==> src/rtl/vend_pkg.sv <==
// Shared types and helpers for the vending dispense stage: FSM states,
// coin denominations and the exact-change payability check.
package vend_pkg;

    localparam int unsigned DEFAULT_CHANGE_W = 4;
    localparam int unsigned COIN_SMALL       = 1;
    localparam int unsigned COIN_LARGE       = 5;

    typedef enum logic [2:0] {
        ST_IDLE,
        ST_DROP,
        ST_PAY,
        ST_WAIT_ACK,
        ST_CLEAR,
        ST_HOLD,
        ST_FAULT
    } state_t;

    // Greedy 5-coin count, limited by stock; the remainder must fit in 1-coins.
    function automatic logic payable(input int unsigned change,
                                     input int unsigned stock5,
                                     input int unsigned stock1);
        int unsigned n5;
        n5 = change / COIN_LARGE;
        if (n5 > stock5) n5 = stock5;
        return (change - n5 * COIN_LARGE) <= stock1;
    endfunction

endpackage

==> src/rtl/vend_timeout_timer.sv <==
// Acknowledge watchdog shared by the can-drop and coin-eject waits.
// expired_o fires on the TIMEOUT-th enabled cycle after a clear.
module vend_timeout_timer #(
    parameter int unsigned TIMEOUT = 200
) (
    input  logic clk,
    input  logic rst,
    input  logic clr_i,
    input  logic en_i,
    output logic expired_o
);

    localparam int unsigned CNT_W = $clog2(TIMEOUT + 1);

    logic [CNT_W-1:0] cnt_q, cnt_d;

    always_comb begin
        cnt_d = cnt_q;
        if (clr_i) begin
            cnt_d = '0;
        end else if (en_i) begin
            cnt_d = cnt_q + 1'b1;
        end
    end

    always_ff @(posedge clk) begin
        if (rst) begin
            cnt_q <= '0;
        end else begin
            cnt_q <= cnt_d;
        end
    end

    assign expired_o = en_i && (cnt_q == CNT_W'(TIMEOUT - 1));

endmodule

==> src/rtl/vend_dispense.sv <==
// Vending dispense stage: drops the can, pays change greedily from a
// two-denomination hopper, clears the accumulator and tracks coin stock.
module vend_dispense
    import vend_pkg::*;
#(
    parameter int unsigned CHANGE_W = DEFAULT_CHANGE_W,
    parameter int unsigned STOCK_W  = 6,
    parameter int unsigned TIMEOUT  = 200,
    parameter int unsigned INIT5    = 10,
    parameter int unsigned INIT1    = 20
) (
    input  logic                clk,
    input  logic                rst,
    input  logic                vend_req,
    input  logic [CHANGE_W-1:0] change,
    input  logic                can_sensor,
    input  logic                hopper_ack,
    input  logic                refill,
    input  logic [STOCK_W-1:0]  refill5,
    input  logic [STOCK_W-1:0]  refill1,
    output logic                can_motor,
    output logic                eject5,
    output logic                eject1,
    output logic                credit_clr,
    output logic                busy,
    output logic                exact_only,
    output logic                fault,
    output logic [STOCK_W-1:0]  stock5,
    output logic [STOCK_W-1:0]  stock1
);

    state_t               state_q, state_d;
    logic [CHANGE_W-1:0]  rem_q, rem_d;
    logic                 large_q, large_d;
    logic [STOCK_W-1:0]   stock5_q, stock5_d;
    logic [STOCK_W-1:0]   stock1_q, stock1_d;
    logic                 exact_q, exact_d;

    logic                 pay_ok;
    logic                 timer_en;
    logic                 timer_expired;
    logic [STOCK_W:0]     sum5, sum1;

    // Payability looks at the stock before any same-cycle refill lands.
    assign pay_ok   = payable(32'(change), 32'(stock5_q), 32'(stock1_q));
    assign sum5     = {1'b0, stock5_q} + {1'b0, refill5};
    assign sum1     = {1'b0, stock1_q} + {1'b0, refill1};
    assign timer_en = (state_q == ST_DROP) || (state_q == ST_WAIT_ACK);

    vend_timeout_timer #(
        .TIMEOUT(TIMEOUT)
    ) u_timer (
        .clk      (clk),
        .rst      (rst),
        .clr_i    (!timer_en),
        .en_i     (timer_en),
        .expired_o(timer_expired)
    );

    always_comb begin
        state_d    = state_q;
        rem_d      = rem_q;
        large_d    = large_q;
        stock5_d   = stock5_q;
        stock1_d   = stock1_q;
        exact_d    = 1'b0;
        can_motor  = 1'b0;
        eject5     = 1'b0;
        eject1     = 1'b0;
        credit_clr = 1'b0;

        unique case (state_q)
            ST_IDLE: begin
                exact_d = vend_req && !pay_ok;
                if (refill) begin
                    stock5_d = sum5[STOCK_W] ? '1 : sum5[STOCK_W-1:0];
                    stock1_d = sum1[STOCK_W] ? '1 : sum1[STOCK_W-1:0];
                end
                if (vend_req && pay_ok) begin
                    rem_d   = change;
                    state_d = ST_DROP;
                end
            end
            ST_DROP: begin
                can_motor = 1'b1;
                if (can_sensor) begin
                    state_d = ST_PAY;
                end else if (timer_expired) begin
                    state_d = ST_FAULT;
                end
            end
            ST_PAY: begin
                if (32'(rem_q) >= COIN_LARGE && stock5_q != '0) begin
                    eject5  = 1'b1;
                    large_d = 1'b1;
                    state_d = ST_WAIT_ACK;
                end else if (rem_q != '0) begin
                    eject1  = 1'b1;
                    large_d = 1'b0;
                    state_d = ST_WAIT_ACK;
                end else begin
                    state_d = ST_CLEAR;
                end
            end
            ST_WAIT_ACK: begin
                if (hopper_ack) begin
                    if (large_q) begin
                        rem_d = rem_q - CHANGE_W'(COIN_LARGE);
                        if (stock5_q != '0) stock5_d = stock5_q - 1'b1;
                    end else begin
                        rem_d = rem_q - CHANGE_W'(COIN_SMALL);
                        if (stock1_q != '0) stock1_d = stock1_q - 1'b1;
                    end
                    state_d = ST_PAY;
                end else if (timer_expired) begin
                    state_d = ST_FAULT;
                end
            end
            ST_CLEAR: begin
                credit_clr = 1'b1;
                state_d    = ST_HOLD;
            end
            ST_HOLD: begin
                if (!vend_req) state_d = ST_IDLE;
            end
            ST_FAULT: begin
                state_d = ST_FAULT;
            end
            default: begin
                state_d = ST_IDLE;
            end
        endcase
    end

    always_ff @(posedge clk) begin
        if (rst) begin
            state_q  <= ST_IDLE;
            rem_q    <= '0;
            large_q  <= 1'b0;
            stock5_q <= STOCK_W'(INIT5);
            stock1_q <= STOCK_W'(INIT1);
            exact_q  <= 1'b0;
        end else begin
            state_q  <= state_d;
            rem_q    <= rem_d;
            large_q  <= large_d;
            stock5_q <= stock5_d;
            stock1_q <= stock1_d;
            exact_q  <= exact_d;
        end
    end

    assign busy       = (state_q != ST_IDLE);
    assign fault      = (state_q == ST_FAULT);
    assign exact_only = exact_q;
    assign stock5     = stock5_q;
    assign stock1     = stock1_q;

endmodule

==> config.mk <==
export PLATFORM = sky130hd
export DESIGN_NAME = vend_dispense
export DESIGN_NICKNAME = d
export VERILOG_FILES = /design/src/rtl/vend_pkg.sv /design/src/rtl/vend_timeout_timer.sv /design/src/rtl/vend_dispense.sv
export SDC_FILE = /design/constraint.sdc
export NUM_CORES = 1
export LEC_CHECK = 0
export ABC_AREA = 1
export CAP_MARGIN = 0
export CORE_AREA = 5 5 94 96
export CTS_CLUSTER_DIAMETER = 100
export DETAILED_ROUTE_END_ITERATION = 8
export DIE_AREA = 0 0 99 101
export HOLD_SLACK_MARGIN = 0.06
export SYNTH_ARGS = -nofsm -noshare
export SYNTH_HDL_FRONTEND = slang
export SYNTH_HIERARCHICAL = 1
export SYNTH_SLANG_ARGS = --single-unit
==> constraint.sdc <==
create_clock -name clk -period 5.4 [get_ports clk]
set_input_delay 1.08 -clock clk [delete_from_list [all_inputs] [get_ports clk]]
set_output_delay 1.08 -clock clk [all_outputs]
set_load 0.02 [all_outputs]
==> flow_summary.ini <==
[critical_path]
r2r_cells = 27
critPathBufInv = 6
cp.arrival_ns = 5.28
end_kind = flop
cp_max_fo = 5
start_kind = primary input
path_common_cell = ha_4
critical_path_class = primary input to flop
required_ns = 5.59
critical-path-max-stage-delay_ns = 0.45
cpLargestDelayFamily = adder cells
worstReg2RegEnd = rem_q[3]
r2r_slack_ns = 1.40
r2r-start = stock5[1]
slowest_stage = fa_1

[clock_tree]
cts_buffers = 5
clock_path_buffers = 2
cts-htree-levels = 2
cts_tree = done
clkLatencyLatePin_ns = 0.29
ctsRootBufferMaster = clkbuf_8
clk_pin_slew_ns = 0.07
cts.sinks = 29

[floorplanning]
start_util_pct = 38.7
rows = 33
die_area_sq_um = 10000
core-area_sq_um = 7970
io_pins = 41
die_h_microns = 101
die_w_microns = 99

[worst_hold_path]
whs_path_depth = 2
hold_path_startpoint = u_timer/cnt_q[6]
min_to = u_timer/cnt_q[6]
hp-class = flop to flop

[timing]
max_freq_mhz = 196
setup_tns_ns = 0
worst_slew_pin_slew_ns = 0.830
post-route-period-util_pct = 94.3
skew_ns = 0.00508
period_needed_ns = 5.09
setup_viol = 0
slew_headroom_pct = 44.5
slew_violations = 0
hold_viol = 0

[placement]
hpwl_microns = 5920
io_buffers = 40
gp_congestion = 0.817

[routing]
drc = 0
routed-via-count = 3115
wirelength_microns = 7500
ant_nets = 0
drt-initial-drc-count = 113
wl_per_cell_microns = 11.7
viasPerCell = 4.84
drt-pass1-iter-count = 4

[flow_run]
cap_violations = 0

[final_layout]
finalNetCount = 609
post-route-util_pct = 51.3
synthToLayoutAreaGrowth_pct = 32.5
n_fill_cell = 808
diodes = 0
drive_above_1_share_pct = 15.8

[synth]
synth-main-ff-cell = dfxtp_1
ys_types = 44
yosys-top-cells-count = inv_1 (79), nand2_1 (74), ha_1 (46), nor2_1 (46), a21oi_1 (45)
syn_inst = 457
yosys_register_bits = 29
ys_top_cells_by_area = dfxtp_1 (19%), ha_1 (19%), inv_1 (9.6%)
synth.largest_area_cell = dfxtp_1
ys_seq_area_share_pct = 18.8
synth_warnings = 6
synth-edff-count = 0
synth_area_sq_um = 3080
synth_top_area_share_pct = 18.8
async_flop_share_pct = 0
synth.avg_cell_area_sq_um = 6.75
synth_most_common_cell = inv_1

[global_routing]
grt_pass1_vias = 3040
busiest_layer = met2
grt_pass1_wl_microns = 13100
gr-usage-met2_pct = 29.4
grt_use_total_pct = 15.7
grtUsageMet1_pct = 18.0
grt_max_degree = 24
grt_overflow = 0
grt_use_met3_pct = 2.63
antenna_found_initial = 0

[power]
ir_drop_v = 0.000139
finalPower_mw = 1.02
powerDensity_nw_per_um2 = 250
leakagePower_nw = 1.90

[run_status]
outcome = completed
[worst max-delay path by stage]
stage	startpoint	slack, ns	cells after the start	end
5_1_grt	change[1]	-0.04	33	rem_q[1]
2_1_floorplan	change[1]	0.1	31	rem_q[0]
3_5_place_dp	change[1]	-0.54	32	rem_q[1]
3_3_place_gp	change[1]	-0.45	32	rem_q[1]
4_1_cts	change[2]	0.18	32	rem_q[3]
6_report	change[1]	0.31	33	rem_q[3]
[worst reg2reg max path, cell delays in order (launching register included)]
cell and delay, ns:
dfxtp_1 0.37, inv_1 0.16, ha_1 0.35, nand2_1 0.06, nand2_1 0.09, nand3_2 0.10, nand2_1 0.07, o21a_1 0.15
inv_2 0.05, ha_4 0.20, inv_2 0.05, fa_1 0.45, ha_4 0.31, nand2_1 0.07, nand2_2 0.09, nand2_1 0.05
nand3b_1 0.13, nand3_2 0.09, nand2_2 0.09, ha_4 0.19, inv_1 0.04, nand4_1 0.12, a21oi_2 0.17, nand4_2 0.15
nand2_4 0.12, nand3_1 0.07, nand2_1 0.07, nor2_1 0.04
[metal layers]
layer | up-vias | wire length, microns | part of all wire (%)
met5 | - | 0 | 0
met4 | 0 | 138 | 1.8
met3 | 12 | 224 | 3.0
met2 | 48 | 3800 | 51
met1 | 1399 | 3330 | 44
li1 | 1656 | - | -
[flip-flops by register name, indices dropped and copies added, names as in the netlist]
name,count
u_timer/cnt_q,8
exact_only,1
rem_q,4
stock5,6
stock1,6
large_q,1
state_q,3
[cells in the final DEF, fill, tap and decap left out, drive strengths merged, types with 2 or more instances in the layout]
cell           count
dfxtp             29
nand3             31
clkbuf             7
clkdlybuf4s50     38
o21a               2
inv               85
nand4              6
dlygate4sd2        2
nor3               6
nor2              51
a31oi              2
o31ai              2
o22ai              3
buf               29
ha                46
a21oi             46
fa                 4
conb              10
xnor2              6
a211oi             2
o211ai             5
and2               3
xor2              10
o21ai             25
nand2             78
[layout make-up]
cell class / count / area, sq um / share of cell area (%)
Multi-Input combinational cell: 346 / 2320 / 56.8
Timing Repair Buffer: 69 / 616 / 15.1
Sequential cell: 29 / 581 / 14.2
Inverter: 86 / 323 / 7.90
Tap cell: 105 / 131 / 3.22
Clock buffer: 7 / 86.3 / 2.11
Clock inverter: 1 / 30.0 / 0.735
[kinds of logic after synthesis]
family / Yosys count / share of synthesized area (%)
xor+xnor: 16 / 4.54
buf+inv: 91 / 11.1
flops: 29 / 18.8
simple gates: 176 / 26.4
fa+ha+maj: 50 / 21.3
compound gates: 93 / 17.6
other cells: 2 / 0.243
[stage by stage]
stage / area, sq um / std cells / setup WS, ns / hold slack (ns)
2_1_floorplan: 3110 / 465 / 0.0997 / 0.452
3_3_place_gp: 3820 / 631 / -0.446 / 0.470
3_5_place_dp: 3820 / 631 / -0.543 / 0.480
4_1_cts: 3980 / 642 / 0.185 / 0.492
5_1_grt: 4090 / 643 / -0.0443 / 0.505
6_report: 4090 / 643 / 0.310 / 0.490
[what timing repair did]
action | 4_1_cts | 5_1_grt
endpoints found under the setup margin | 6 | 6
pin swaps | 15 | 16
hold buffers | 0 | 0
cloned | 1 | 0
buffers inserted | 2 | 1
resized for setup | 9 | 20
[power by group]
| part | internal [mW] | total (mW) | switching, mW |
|---|---|---|---|
| registers | 0.229 | 0.252 | 0.0235 |
| logic | 0.258 | 0.530 | 0.271 |
| clock network | 0.150 | 0.241 | 0.0906 |
| total | 0.637 | 1.02 | 0.385 |
(Power assumes the default switching activity.)
